**src/rtl/vga_timing_pkg.sv**
```systemverilog
// Shared raster timing constants, sync polarity levels and a ceil-log2 helper
// for the VGA/LCD timing generator.
package vga_timing_pkg;

  localparam logic ACTIVE_LOW  = 1'b0;
  localparam logic ACTIVE_HIGH = 1'b1;

  // 640x480@60 (25.175 MHz pixel clock)
  localparam int VGA640_H_SYNC   = 96;
  localparam int VGA640_H_BP     = 48;
  localparam int VGA640_H_ACTIVE = 640;
  localparam int VGA640_H_FP     = 16;
  localparam int VGA640_V_SYNC   = 2;
  localparam int VGA640_V_BP     = 29;
  localparam int VGA640_V_ACTIVE = 480;
  localparam int VGA640_V_FP     = 10;

  // 800x600@60 (40 MHz pixel clock), positive syncs
  localparam int SVGA800_H_SYNC   = 128;
  localparam int SVGA800_H_BP     = 88;
  localparam int SVGA800_H_ACTIVE = 800;
  localparam int SVGA800_H_FP     = 40;
  localparam int SVGA800_V_SYNC   = 4;
  localparam int SVGA800_V_BP     = 23;
  localparam int SVGA800_V_ACTIVE = 600;
  localparam int SVGA800_V_FP     = 1;
  localparam logic SVGA800_POL    = ACTIVE_HIGH;

  function automatic int clog2_f(input int n);
    int r;
    r = 0;
    while ((1 << r) < n) r++;
    return r;
  endfunction

endpackage

```
**src/rtl/vga_ce_delay.sv**
```systemverilog
// Pixel-enable gated shift register; DLY=0 is a plain wire-through.
module vga_ce_delay #(
  parameter int             W       = 1,
  parameter int             DLY     = 0,
  parameter logic [W-1:0]   RST_VAL = '0
) (
  input  logic         dclk,
  input  logic         clr,
  input  logic         ce,
  input  logic [W-1:0] d,
  output logic [W-1:0] q
);

  if (DLY == 0) begin : g_pass
    logic unused_ctrl;
    assign unused_ctrl = ^{dclk, clr, ce};
    assign q = d;
  end else begin : g_shift
    logic [W-1:0] stage [DLY];

    always_ff @(posedge dclk or posedge clr) begin
      if (clr) begin
        for (int i = 0; i < DLY; i++) stage[i] <= RST_VAL;
      end else if (ce) begin
        stage[0] <= d;
        for (int i = 1; i < DLY; i++) stage[i] <= stage[i-1];
      end
    end

    assign q = stage[DLY-1];
  end

endmodule

```
**src/rtl/vga_timing_gen.sv**
```systemverilog
// Programmable raster timing generator: sync/DE/coordinates one ce-step behind
// the internal counters, plus line/frame strobes, frame count and a delayed sync group.
module vga_timing_gen
  import vga_timing_pkg::*;
#(
  parameter int   H_SYNC   = VGA640_H_SYNC,
  parameter int   H_BP     = VGA640_H_BP,
  parameter int   H_ACTIVE = VGA640_H_ACTIVE,
  parameter int   H_FP     = VGA640_H_FP,
  parameter int   V_SYNC   = VGA640_V_SYNC,
  parameter int   V_BP     = VGA640_V_BP,
  parameter int   V_ACTIVE = VGA640_V_ACTIVE,
  parameter int   V_FP     = VGA640_V_FP,
  parameter logic H_POL    = ACTIVE_LOW,
  parameter logic V_POL    = ACTIVE_LOW,
  parameter int   CW       = 10,
  parameter int   FCW      = 8,
  parameter int   PIPE_DLY = 0
) (
  input  logic           dclk,
  input  logic           clr,
  input  logic           ce,
  output logic [CW-1:0]  hcount,
  output logic [CW-1:0]  vcount,
  output logic           hsync,
  output logic           vsync,
  output logic           de,
  output logic [CW-1:0]  x,
  output logic [CW-1:0]  y,
  output logic           line_start,
  output logic           frame_start,
  output logic [FCW-1:0] frame_cnt,
  output logic           hsync_d,
  output logic           vsync_d,
  output logic           de_d
);

  localparam int H_TOTAL = H_SYNC + H_BP + H_ACTIVE + H_FP;
  localparam int V_TOTAL = V_SYNC + V_BP + V_ACTIVE + V_FP;

  if (clog2_f(H_TOTAL) > CW) begin : g_err_htotal
    $error("vga_timing_gen: H_TOTAL does not fit in CW bits");
  end
  if (clog2_f(V_TOTAL) > CW) begin : g_err_vtotal
    $error("vga_timing_gen: V_TOTAL does not fit in CW bits");
  end
  if (H_SYNC == 0 || H_ACTIVE == 0 || V_SYNC == 0 || V_ACTIVE == 0) begin : g_err_zero
    $error("vga_timing_gen: sync and active widths must be non-zero");
  end
  if (PIPE_DLY < 0 || PIPE_DLY > 15) begin : g_err_dly
    $error("vga_timing_gen: PIPE_DLY must be 0..15");
  end

  // Region bounds are CW+1 bits wide since an end bound may equal 2^CW.
  localparam logic [CW:0]   H_SYNC_END = (CW+1)'(H_SYNC);
  localparam logic [CW:0]   H_ACT_BEG  = (CW+1)'(H_SYNC + H_BP);
  localparam logic [CW:0]   H_ACT_END  = (CW+1)'(H_SYNC + H_BP + H_ACTIVE);
  localparam logic [CW:0]   V_SYNC_END = (CW+1)'(V_SYNC);
  localparam logic [CW:0]   V_ACT_BEG  = (CW+1)'(V_SYNC + V_BP);
  localparam logic [CW:0]   V_ACT_END  = (CW+1)'(V_SYNC + V_BP + V_ACTIVE);
  localparam logic [CW-1:0] H_OFS      = CW'(H_SYNC + H_BP);
  localparam logic [CW-1:0] V_OFS      = CW'(V_SYNC + V_BP);
  localparam logic [CW-1:0] H_LAST     = CW'(H_TOTAL - 1);
  localparam logic [CW-1:0] V_LAST     = CW'(V_TOTAL - 1);

  logic [CW-1:0]  hc;
  logic [CW-1:0]  vc;
  logic [FCW-1:0] fc;
  logic [CW:0]    hx;
  logic [CW:0]    vx;
  logic           hs_on;
  logic           vs_on;
  logic           hact;
  logic           vact;
  logic [CW-1:0]  x_next;
  logic [CW-1:0]  y_next;
  logic [2:0]     dly_q;

  always_ff @(posedge dclk or posedge clr) begin
    if (clr) begin
      hc <= '0;
      vc <= '0;
      fc <= '0;
    end else if (ce) begin
      if (hc != H_LAST) begin
        hc <= hc + 1'b1;
      end else begin
        hc <= '0;
        if (vc != V_LAST) begin
          vc <= vc + 1'b1;
        end else begin
          vc <= '0;
          fc <= fc + 1'b1;
        end
      end
    end
  end

  assign hx     = {1'b0, hc};
  assign vx     = {1'b0, vc};
  assign hs_on  = hx < H_SYNC_END;
  assign vs_on  = vx < V_SYNC_END;
  assign hact   = (hx >= H_ACT_BEG) && (hx < H_ACT_END);
  assign vact   = (vx >= V_ACT_BEG) && (vx < V_ACT_END);
  assign x_next = hact ? hc - H_OFS : '0;
  assign y_next = vact ? vc - V_OFS : '0;

  // Strobes are re-evaluated every dclk so they never stretch while ce stays high.
  always_ff @(posedge dclk or posedge clr) begin
    if (clr) begin
      hcount      <= '0;
      vcount      <= '0;
      hsync       <= ~H_POL;
      vsync       <= ~V_POL;
      de          <= 1'b0;
      x           <= '0;
      y           <= '0;
      line_start  <= 1'b0;
      frame_start <= 1'b0;
      frame_cnt   <= '0;
    end else begin
      line_start  <= ce && (hc == '0);
      frame_start <= ce && (hc == '0) && (vc == '0);
      if (ce) begin
        hcount    <= hc;
        vcount    <= vc;
        hsync     <= hs_on ? H_POL : ~H_POL;
        vsync     <= vs_on ? V_POL : ~V_POL;
        de        <= hact && vact;
        x         <= x_next;
        y         <= y_next;
        frame_cnt <= fc;
      end
    end
  end

  vga_ce_delay #(
    .W       (3),
    .DLY     (PIPE_DLY),
    .RST_VAL ({~H_POL, ~V_POL, 1'b0})
  ) u_sync_dly (
    .dclk (dclk),
    .clr  (clr),
    .ce   (ce),
    .d    ({hsync, vsync, de}),
    .q    (dly_q)
  );

  assign hsync_d = dly_q[2];
  assign vsync_d = dly_q[1];
  assign de_d    = dly_q[0];

endmodule

```
**config.mk**
```make
export PLATFORM = sky130hd
export DESIGN_NAME = vga_timing_gen
export DESIGN_NICKNAME = d
export VERILOG_FILES = /design/src/rtl/vga_timing_pkg.sv /design/src/rtl/vga_ce_delay.sv /design/src/rtl/vga_timing_gen.sv
export SDC_FILE = /design/constraint.sdc
export NUM_CORES = 1
export LEC_CHECK = 0
export CAP_MARGIN = 25
export CORE_ASPECT_RATIO = 0.7
export CORE_MARGIN = 4
export CORE_UTILIZATION = 60
export CTS_BUF_LIST = sky130_fd_sc_hd__clkbuf_4 sky130_fd_sc_hd__clkbuf_8
export DETAILED_ROUTE_END_ITERATION = 10
export GPL_TIMING_DRIVEN = 0
export PLACE_DENSITY = 0.88
export SYNTH_ARGS = -nofsm -noshare
export SYNTH_HDL_FRONTEND = slang
export SYNTH_SLANG_ARGS = --single-unit
```
**constraint.sdc**
```tcl
create_clock -name dclk -period 3.75 [get_ports dclk]
set_input_delay 0.5625 -clock dclk [delete_from_list [all_inputs] [get_ports dclk]]
set_output_delay 0.5625 -clock dclk [all_outputs]
set_load 0.01 [all_outputs]
```
Word level (Yosys, flattened, before mapping)
Cells that the tools add are included.
- $add $sub $neg: 5
- order comparisons: 6
- equality and inequality tests: 2
- multiplexer cells: 6
- bitwise operators: 2
- reduce and logical (&&, ||, !) cells: 9
- operators with widths (operator ; number):
    $mux 10 ; 4
    $add 10x1->10 const B ; 2
    $logic_not 10->1 ; 2
    $ne 10x10->1 const B ; 2
    $ge 10x5->1 const B ; 1
    $ge 10x8->1 const B ; 1
    $lt 10x10->1 const B ; 1
    $lt 10x2->1 const B ; 1
    $lt 10x7->1 const B ; 1
    $lt 10x9->1 const B ; 1
    $sub 10x5->10 const B ; 1
    $sub 10x8->10 const B ; 1
    $add 8x1->8 const B ; 1
    $logic_and 1x1->1 ; 5
    $reduce_and 3->1 ; 1
    $mux 1 ; 2
    $not 1->1 ; 2
    $reduce_and 2->1 ; 1
- flip-flop bits (word level): 81
- input bits: 3

Logic depth before layout (Yosys ltp)
Gate-level depths: netlist (run 1).
- depth in word-level cells: 3
- mapped depth: 7
- gate-level depth less buffers: 6

Hierarchy
From an unflattened synthesis (run 1), not the netlist that was laid out.
- cells, all modules: 323
- area total of the unflattened synthesis: 3741.1 um2
- by module, submodules not included (module ; instances ; cells each ; area each (um2)):
    vga_timing_gen ; 1 ; 320 ; 3718.6
    vga_ce_delay ; 1 ; 3 ; 22.5

Worst setup path before layout (run 1)
No wires, ideal clock.
- path type: flip-flop to flip-flop
- start point: register hc[0]
- end point: register x[8]
- library setup time: 0.095 ns
- arrival: 1.511 ns
- slack: 2.143 ns
- cell stages (with the launch flop): 8
- period minus slack after synthesis: 1.607 ns
- path through: dfrtp_1 > inv_1 > ha_1 > nor3b_1 > nand4b_1 > a31o_2 > buf_2 > o31ai_1
- longest elaborated chain between the ends: 3
- elaborated cells between the ends (all ways): 5
- those cells by class: add/sub: 1; order compare: 2; mux: 1; reduce/logical: 1
- ends and longest elaborated chain (what ; RTL line ; text):
    start: declaration ; vga_timing_gen.sv:66 ; logic [CW-1:0] hc;
    start signal: assignment ; vga_timing_gen.sv:86 ; hc <= hc + 1'b1;
    $ge 10x8->1 / $lt 10x10->1 (equally long branches) ; vga_timing_gen.sv:103 ; assign hact = (hx >= H_ACT_BEG) && (hx < H_ACT_END);
    $logic_and 1x1->1 ; vga_timing_gen.sv:103 ;
    $mux 10 * ; vga_timing_gen.sv:105 ; assign x_next = hact ? hc - H_OFS : '0;
    end signal: assignment ; vga_timing_gen.sv:130 ; x <= x_next;
    end: declaration ; vga_timing_gen.sv:28 ; output logic [CW-1:0] x,
Every way passes the cells marked *; elsewhere a longest branch is shown, timed or not.
A chain may end at the register's enable or synchronous reset.

Worst setup path in the final report (run 1)
- start point: input ce
- end point: register frame_cnt[0]
- RTL lines (what ; RTL line ; text):
    start: declaration ; vga_timing_gen.sv:22 ; input logic ce,
    end signal: assignment ; vga_timing_gen.sv:120 ; frame_cnt <= '0;
    end signal: assignment ; vga_timing_gen.sv:132 ; frame_cnt <= fc;
    end: declaration ; vga_timing_gen.sv:32 ; output logic [FCW-1:0] frame_cnt,
No word-level cell between the ends.

==> results of run 1 <==
==> per-layer routing <==
layer | up-vias | part of all wire (%) | wire [um]
met1 | 1363 | 45 | 3840
li1 | 1283 | - | -
met3 | 16 | 7.0 | 590
met5 | - | 0 | 0
met4 | 0 | 1.4 | 122
met2 | 114 | 46 | 3910
==> power by group <==
group / switching [W] / internal (W) / leakage, nW / total (W)
clock: 0.000314 / 0.000300 / 0.0909 / 0.000614
combinational: 0.000235 / 0.000216 / 1.00 / 0.000451
sequential: 0.0000804 / 0.000964 / 1.03 / 0.00104
==> stage by stage <==
stage	worst slack (ns)	hold WS (ns)	instances	power, W	setup TNS, ns
3_3_place_gp	-0.0825	0.456	456	0.00148	-6.23
4_1_cts	1.59	0.470	472	0.00211	0
2_1_floorplan	1.11	0.436	323	0.00129	0
5_1_grt	1.44	0.503	472	0.00220	0
6_report	1.56	0.465	472	0.00211	0
3_5_place_dp	1.25	0.459	457	0.00150	0
==> cell usage after synthesis (2+ instances only) <==
| library cell | count | share of area, % |
|---|---|---|
| a21oi_1 | 7 | 0.94 |
| xor2_1 | 13 | 3.0 |
| nand4_1 | 9 | 1.5 |
| nor4_4 | 2 | 1.1 |
| nand3_1 | 11 | 1.5 |
| buf_4 | 5 | 1.0 |
| buf_2 | 11 | 1.5 |
| xnor2_1 | 11 | 2.6 |
| nor3_1 | 8 | 1.1 |
| nand2_1 | 23 | 2.3 |
| o2bb2ai_1 | 16 | 3.7 |
| dfstp_2 | 2 | 1.4 |
| inv_1 | 19 | 1.9 |
| nor2_1 | 9 | 0.90 |
| nor4_1 | 2 | 0.33 |
| buf_1 | 2 | 0.20 |
| clkbuf_1 | 6 | 0.60 |
| mux2_2 | 25 | 7.5 |
| and4_1 | 3 | 0.70 |
| or3_1 | 3 | 0.50 |
| o31ai_1 | 5 | 1.0 |
| o211ai_1 | 2 | 0.40 |
| dfrtp_1 | 79 | 53 |
| o21ai_0 | 14 | 1.9 |
| ha_1 | 9 | 3.0 |
| and3_1 | 2 | 0.33 |
| a31oi_1 | 5 | 0.84 |
==> worst max path at each step <==
stage / cells past startpoint / slack, ns / to
2_1_floorplan: 1 / 1.11 / de
3_3_place_gp: 2 / -0.08 / frame_cnt[4]
3_5_place_dp: 4 / 1.25 / frame_cnt[0]
4_1_cts: 4 / 1.59 / frame_cnt[0]
5_1_grt: 4 / 1.44 / frame_cnt[0]
6_report: 4 / 1.56 / frame_cnt[0]
==> area by class of cell <==
class | instances | area, um2
clock buffers | 9 | 124
repair buffers | 59 | 608
well taps | 75 | 93.8
plain buffers | 25 | 134
multi-input cells | 198 | 1510
clock inverters | 6 | 60.1
flip-flops and latches | 81 | 2030
inverters | 19 | 73.8
fillers | 373 | 1240
==> flip-flops by register name, summed over array words and instances (netlist names) <==
name,flops
de,1
hsync,1
vc,10
y,10
hcount,10
frame_start,1
vsync,1
vcount,10
frame_cnt,8
fc,8
x,10
hc,10
line_start,1
==> worst max-delay path, delay by kind of cell <==
kind / cells / cell delay [ns]
buffers and inverters: 3 / 1.47
multiplexers: 1 / 0.40
==> logic make-up (layout without fill, tap and decap cells) <==
logic type      after synthesis  after routing
flops                        81             81
simple gates                 82             82
mux                          26             26
xor+xnor                     24             24
compound gates               57             57
fa+ha+maj                     9              9
buf+inv                      44            118
==> results.toml, run 1 <==
[cts]
post_cts_buffers = 0
postCtsResizedCells = 0
cts_num_sinks = 81
htree_num_levels = 3
cts_buffer_depth = 2
cts_tree = "yes"
cts.clk_slew.worst_paths_ns = 0.08
clock_latency_ns = 0.36
hold_buffers = 0
root_buffer = "clkbuf_8"
numCtsBuffers = 9

[cells_and_area]
final_cell_mix = "79 x dfrtp_1, 58 x clkdlybuf4s50_1, 25 x mux2_2, 23 x nand2_1, 18 x inv_1"
n_antenna_cell = 0
area_growth_pct = 23.7
drive_above_1_share_pct = 17.6
final_nets = 405
post-route-util_pct = 78.9
fin_area_mm2 = 0.00463
layout_commonest_cell = "dfrtp_1"

[detailed_routing]
post_drt_wl_per_cell_um = 17.9
via_count = 2776
drc_errors = 0
via_per_inst = 5.88
drt_wl_total_um = 8460
drt_iter0_drc = 202
ant_nets = 0
drt_first_pass_iters = 5

[sta]
max_slew_margin_pct = 62.7
worst_pin_slew_ns = 0.559
fmax_mhz = 456
post-route-period-util_pct = 58.5
clock-skew-final_ns = 0.00474
drv_slew = 0
setup_viol = 0
min_period_ns = 2.19
rsz0062_at_grt = "no"
hold_violations = 0

[worst_setup_path]
critPathSlowestCell = "clkdlybuf4s50_1"
r2r_slack_ns = 1.87
start_kind = "primary input"
reg2reg_from = "hc[4]"
worstReg2RegEnd = "x[8]"
required_ns = 4.00
startpoint = "ce"
r2r_cells = 7
endpoint_kind = "flip-flop"
cp_max_fo = 10
critPathArrivalTime_ns = 2.44
path_class = "primary input to flip-flop"
slowest_delay_ns = 0.55
cp_cell_sequence = "clkdlybuf4s50_1 > buf_1 > clkbuf_1 > mux2_2"

[status]
status = "finished, final reports clean"

[power]
p_leak_nw = 2.13
vdd_ir_drop_max_mv = 0.351
power_density_mw_per_mm2 = 456

[logic_synthesis]
synthSimpleGateAreaFrac_pct = 13.2
ys_seq_area_share_pct = 54.2
synthAdderAreaFrac_pct = 3.01
synth_top_family_by_area = "simple AND/OR/NAND/NOR gates"
synth_cells = 323
muxShareOfSynthArea_pct = 7.79
async_flop_share_pct = 100
synth-xor-area-share_pct = 5.62
synth_area_per_cell_um2 = 11.6
ys_types = 47
synth_area_mm2 = 0.00374
synth_compound_area_share_pct = 10.6
synth_seq_cells = 81
yosys_warnings = 0
synth_nets = 335
synth_ff_type = "dfrtp_1"
synth_edf_count = 0

[die]
rows = 23
die_h_um = 74.1
die_area_mm2 = 0.00758
initial_core_util_pct = 63.7
coreArea_mm2 = 0.00587
ioPinCount = 59
die_w_um = 102

[grt]
grtUsageMet1_pct = 34.9
global_route.usage.met3_pct = 8.06
overflow = 0
grt_first_pass_wirelength_um = 14100
antenna_found_initial = 0
grt_max_degree = 50
grt.busiest_layer = "met2"
grt_pass1_vias = 2713
grt_usage_pct = 24.5
grt_util_met2_pct = 37.3

[worst_hold_path]
min_path_type = "flip-flop to flip-flop"
hold_end = "fc[7]"
hp-start = "fc[7]"
worstHoldPathCells = 1

[place]
portBuffers = 58
gp_congestion = 0.878
hpwl_um = 5960
place_area_mm2 = 0.00445

[run]
cap_violations = 0
Power figures use the tool's default switching activity.
==> inputs of run 2 (changes only) <==
CORE_UTILIZATION = 55   (was 60)
PLACE_DENSITY = 0.81   (was 0.88)
clock period = 2.09 ns   (was 3.75 ns; I/O delays follow)
==> run 2 against run 1 <==
Compared with the run above: routed wire length shrank 6.4%; clock skew up 0.0061 ns; critical path depth grew 3; via count shrank 2.3%; count of clock-buffer cells in the layout up 3; final cell count grew 3.8%; combinational power increased by 78%; register-to-register slack lost 1.6 ns; largest cell class unchanged.
==> results.toml, run 2 (synthesis results as in run 1) <==
[cells_and_area]
area_growth_pct = 25.2
drive_above_1_share_pct = 18.0
final_cell_mix = "79 x dfrtp_1, 58 x clkdlybuf4s50_1, 25 x mux2_2, 23 x nand2_1, 18 x inv_1"
layout_commonest_cell = "dfrtp_1"
n_antenna_cell = 0
post-route-util_pct = 73.2
final_nets = 406

[grt]
grt_max_degree = 38
grt_first_pass_wirelength_um = 13800
grt_pass1_vias = 2703
overflow = 0
grt_usage_pct = 21.2
antenna_found_initial = 0

[cts]
cts_num_sinks = 81
htree_num_levels = 3
cts_tree = "yes"
root_buffer = "clkbuf_8"
post_cts_buffers = 0
clock_latency_ns = 0.36
cts_buffer_depth = 2
cts.clk_slew.worst_paths_ns = 0.08
postCtsResizedCells = 0
numCtsBuffers = 9
hold_buffers = 0

[worst_setup_path]
required_ns = 2.35
path_class = "flip-flop to flip-flop"
r2r_cells = 7
cp_max_fo = 10
startpoint = "hc[4]"
endpoint_kind = "flip-flop"
critPathArrivalTime_ns = 2.13
start_kind = "flip-flop"
reg2reg_from = "hc[4]"

[status]
status = "finished, final reports clean"

[sta]
tns_ns = 0
hold_violations = 0
max_slew_margin_pct = 66.2
min_period_ns = 1.87
worst_pin_slew_ns = 0.507
rsz0062_at_grt = "no"
fmax_mhz = 536
setup_viol = 0
drv_slew = 0
finalHoldWorstSlack_ns = 0.304
post-route-period-util_pct = 89.2
clock-skew-final_ns = 0.0109

[power]
vdd_ir_drop_max_mv = 0.543
p_leak_nw = 2.13
power_density_mw_per_mm2 = 821

[place]
portBuffers = 58
gp_congestion = 0.900
hpwl_um = 5680

[detailed_routing]
post_drt_wl_per_cell_um = 16.2
drt_wl_total_um = 7920
via_count = 2713
drt_first_pass_iters = 4
drt_iter0_drc = 178
drc_errors = 0
ant_nets = 0
via_per_inst = 5.54

[die]
die_area_mm2 = 0.00821
initial_core_util_pct = 58.5
coreArea_mm2 = 0.00640
ioPinCount = 59
rows = 24
die_w_um = 107
die_h_um = 77.0

[worst_hold_path]
min_path_type = "primary input to asynchronous set/reset pin"

[run]
cap_violations = 0
## run 2: per-layer routing
layer | global-route usage (%) | share of wire [%] | wire length (um) | vias to the layer above
met3 | 6.88 | 7.5 | 595 | 9
met2 | 30.7 | 43 | 3390 | 101
met4 | 4.34 | 0.90 | 71 | 0
met1 | 31.3 | 49 | 3870 | 1318
met5 | 0 | 0 | 0 | -
li1 | - | - | - | 1285
## run 2: final timing paths
path,to,slack (ns)
max in group asynchronous,vsync,1.21
worst max-delay path,x[8],0.22
min in group dclk,fc[7],0.49
worst min register to register,fc[7],0.49
worst min-delay path,x[3],0.30
worst max register to register,x[8],0.22
## run 2: critical path, stage by stage (launching register included)
cell and delay [ns]:
dfrtp_1 0.49, inv_1 0.14, ha_1 0.26, inv_1 0.07, o21ai_0 0.12, a31o_2 0.28, buf_2 0.18, o31ai_1 0.23
## run 2: final cells by class
cell class                 instances  area (um2)
sequential                        81        2030
inverter                          19        75.1
multi-input combinational        198        1510
tap                               91         114
buffer                            25         134
clock inverter                     4        52.6
timing repair buffer              60         621
clock buffer                      12         153
fill                             452        1710
## run 2: power by group
part	leakage (nW)	switching, W	internal, W
registers	1.03	0.000139	0.00173
clock network	0.0957	0.000565	0.000611
logic	1.00	0.000411	0.000391
total	2.13	0.00111	0.00273
## run 2: stage by stage
step / setup slack [ns] / cells / total power [W] / area [um2]
CTS: 0.217 / 490 / 0.00387 / 4680
detailed placement: -0.123 / 474 / 0.00270 / 4480
global route: 0.108 / 490 / 0.00406 / 4680
global placement: -0.124 / 472 / 0.00267 / 4440
finish: 0.225 / 490 / 0.00385 / 4680
floorplan: 0.483 / 323 / 0.00232 / 3740
==> inputs of run 3 (changes only) <==
SYNTH_HIERARCHICAL = 1   (was unset)
==> run 3 against run 2 <==
Compared with the run above: clock power grew 7%; routed wire length rose by 2.1%; global-route usage is 0.18 points higher; maximum frequency decreased by 1.9%; worst hold slack improved by 0.16 ns; area after synthesis unchanged; sequential cell count did not move; register-to-register slack lost 0.04 ns; via count increased by 0.59%; utilization is 0.098 points lower; die area unchanged; largest cell class unchanged.
==> results.toml, run 3 <==
[place]
hpwl_um = 5710
portBuffers = 58
gp_congestion = 0.879
place_area_mm2 = 0.00446
dp_worst_setup_slack_ns = -0.156

[cells_and_area]
n_antenna_cell = 0
final_nets = 405
fill_cells = 466
area_growth_pct = 25.1
fin_area_mm2 = 0.00468
final_cell_mix = "79 x dfrtp_1, 58 x clkdlybuf4s50_1, 25 x mux2_2, 23 x nand2_1, 18 x inv_1"
multi_input_area_mm2 = 0.00151
layout_commonest_cell = "dfrtp_1"
drive_above_1_share_pct = 17.8
register_area_mm2 = 0.00203

[worst_setup_path]
cp_cell_sequence = "ha_1 > and4_4 > and3_1 > buf_2 > nand4_1 > xnor2_1"
path_class = "flip-flop to flip-flop"
crit_family = "simple AND/OR/NAND/NOR gates"
critPathSlowestCell = "dfrtp_1"
slowest_delay_ns = 0.44
worst-path-buf-inv = 1
start_kind = "flip-flop"
endpoint_kind = "flip-flop"
critPathArrivalTime_ns = 2.15
required_ns = 2.34
cp_max_fo = 10

[sta]
drv_slew = 0
min_period_ns = 1.90
setup_viol = 0
fmax_mhz = 526
worst_slack_ns = 0.189
worst_pin_slew_ns = 0.817
post-route-period-util_pct = 91.0
hold_violations = 0
clock-skew-final_ns = 0.0120
rsz0062_at_grt = "no"
max_slew_margin_pct = 45.4

[cts]
cts_tree = "yes"
clock_latency_ns = 0.36
post_cts_buffers = 0
postCtsResizedCells = 0
htree_num_levels = 3
root_buffer = "clkbuf_8"
cts_num_sinks = 81
hold_buffers = 0
cts_buffer_depth = 2
numCtsBuffers = 9
cts.clk_slew.worst_paths_ns = 0.08

[die]
initial_core_util_pct = 58.5
ioPinCount = 59
rows = 24
die_h_um = 77.0
die_area_mm2 = 0.00821
die_w_um = 107
coreArea_mm2 = 0.00640

[detailed_routing]
drt_wl_total_um = 8090
via_count = 2729
ant_nets = 0
drt_iter0_drc = 195
drc_errors = 0
post_drt_wl_per_cell_um = 16.5
drt_first_pass_iters = 4
via_per_inst = 5.58

[logic_synthesis]
synth_area_per_cell_um2 = 11.6
yosys.area.top_type = "dfrtp_1"
yosysMostFrequentCell = "dfrtp_1"
synth_cells = 323
synth.top_cells.by_count = "79 x dfrtp_1, 25 x mux2_2, 23 x nand2_1"
synth_area_mm2 = 0.00374
yosys_warnings = 6
ys_types = 47
synth_edf_count = 0
ys_top_cells_by_area = "dfrtp_1 53%, mux2_2 7.5%, o2bb2ai_1 3.7%"
netlist.area_leader.share_pct = 52.8
synth_nets = 335
synth_ff_type = "dfrtp_1"
ys_seq_area_share_pct = 54.2
async_flop_share_pct = 100
synth_seq_cells = 81

[grt]
grt_pass1_vias = 2735
grt_first_pass_wirelength_um = 13900
overflow = 0
antenna_found_initial = 0
grt_max_degree = 44
grt_usage_pct = 21.4

[run]
cap_violations = 0

[worst_hold_path]
min_path_type = "primary input to asynchronous set/reset pin"

[power]
power_w = 0.00393
vdd_ir_drop_max_mv = 0.439
p_leak_nw = 2.13
power_density_mw_per_mm2 = 840

[status]
status = "finished, final reports clean"
run 3: cell count changes in the layout (fill, tap and decap cells not counted), sizes merged:
cell / before / now
clkinv: 0 / 1
clkbuf: 18 / 17
bufinv: 1 / 2
buf: 21 / 20
clkinvlp: 4 / 3
run 3: final timing paths:
path | startpoint | endpoint | slack (ns) | cells past startpoint
max reg2reg | hc[1] | vc[6] | 0.19 | 6
max in group asynchronous | clr | vsync | 0.90 | 3
min | clr | hcount[1] | 0.46 | 2
min reg2reg | fc[7] | fc[7] | 0.47 | 1
min in group dclk | fc[7] | fc[7] | 0.47 | 1
max | hc[1] | vc[6] | 0.19 | 6
run 3: logic make-up after synthesis:
kind of cell	share of synthesized area (%)
AOI/OAI and AO/OA	10.6
adders and majority gates	3.01
DFF	54.2
xor gates and xnor gates	5.62
and+or+nand+nor	13.2
buffers and inverters	5.49
muxes	7.79
run 3: layout make-up:
type,instances,area share (%)
flip-flops and latches,81,43.4
repair buffers,59,12.8
well taps,91,2.43
clock inverters,5,1.71
plain buffers,25,2.86
multi-input cells,198,32.2
clock buffers,11,2.97
inverters,19,1.60
run 3: routing by layer:
layer	routed length, um	global-route usage (%)
met1	4010	32.0
met2	3540	30.5
met4	81	5.62
met3	460	6.12
met5	0	0
run 3: power by group:
part           internal, W  total [W]  switching [W]
registers          0.00173    0.00187       0.000143
logic             0.000386   0.000798       0.000412
clock network     0.000698    0.00126       0.000561
total              0.00281    0.00393        0.00112
run 3: stage by stage:
step | utilization [%] | hold WS (ns) | std cells | setup TNS (ns)
global placement | 69.4 | 0.457 | 472 | -2.67
detailed placement | 69.7 | 0.461 | 473 | -2.09
finish | 73.1 | 0.460 | 489 | 0
global route | 73.1 | 0.496 | 489 | 0
CTS | 73.1 | 0.473 | 489 | 0
floorplan | - | 0.436 | 323 | 0
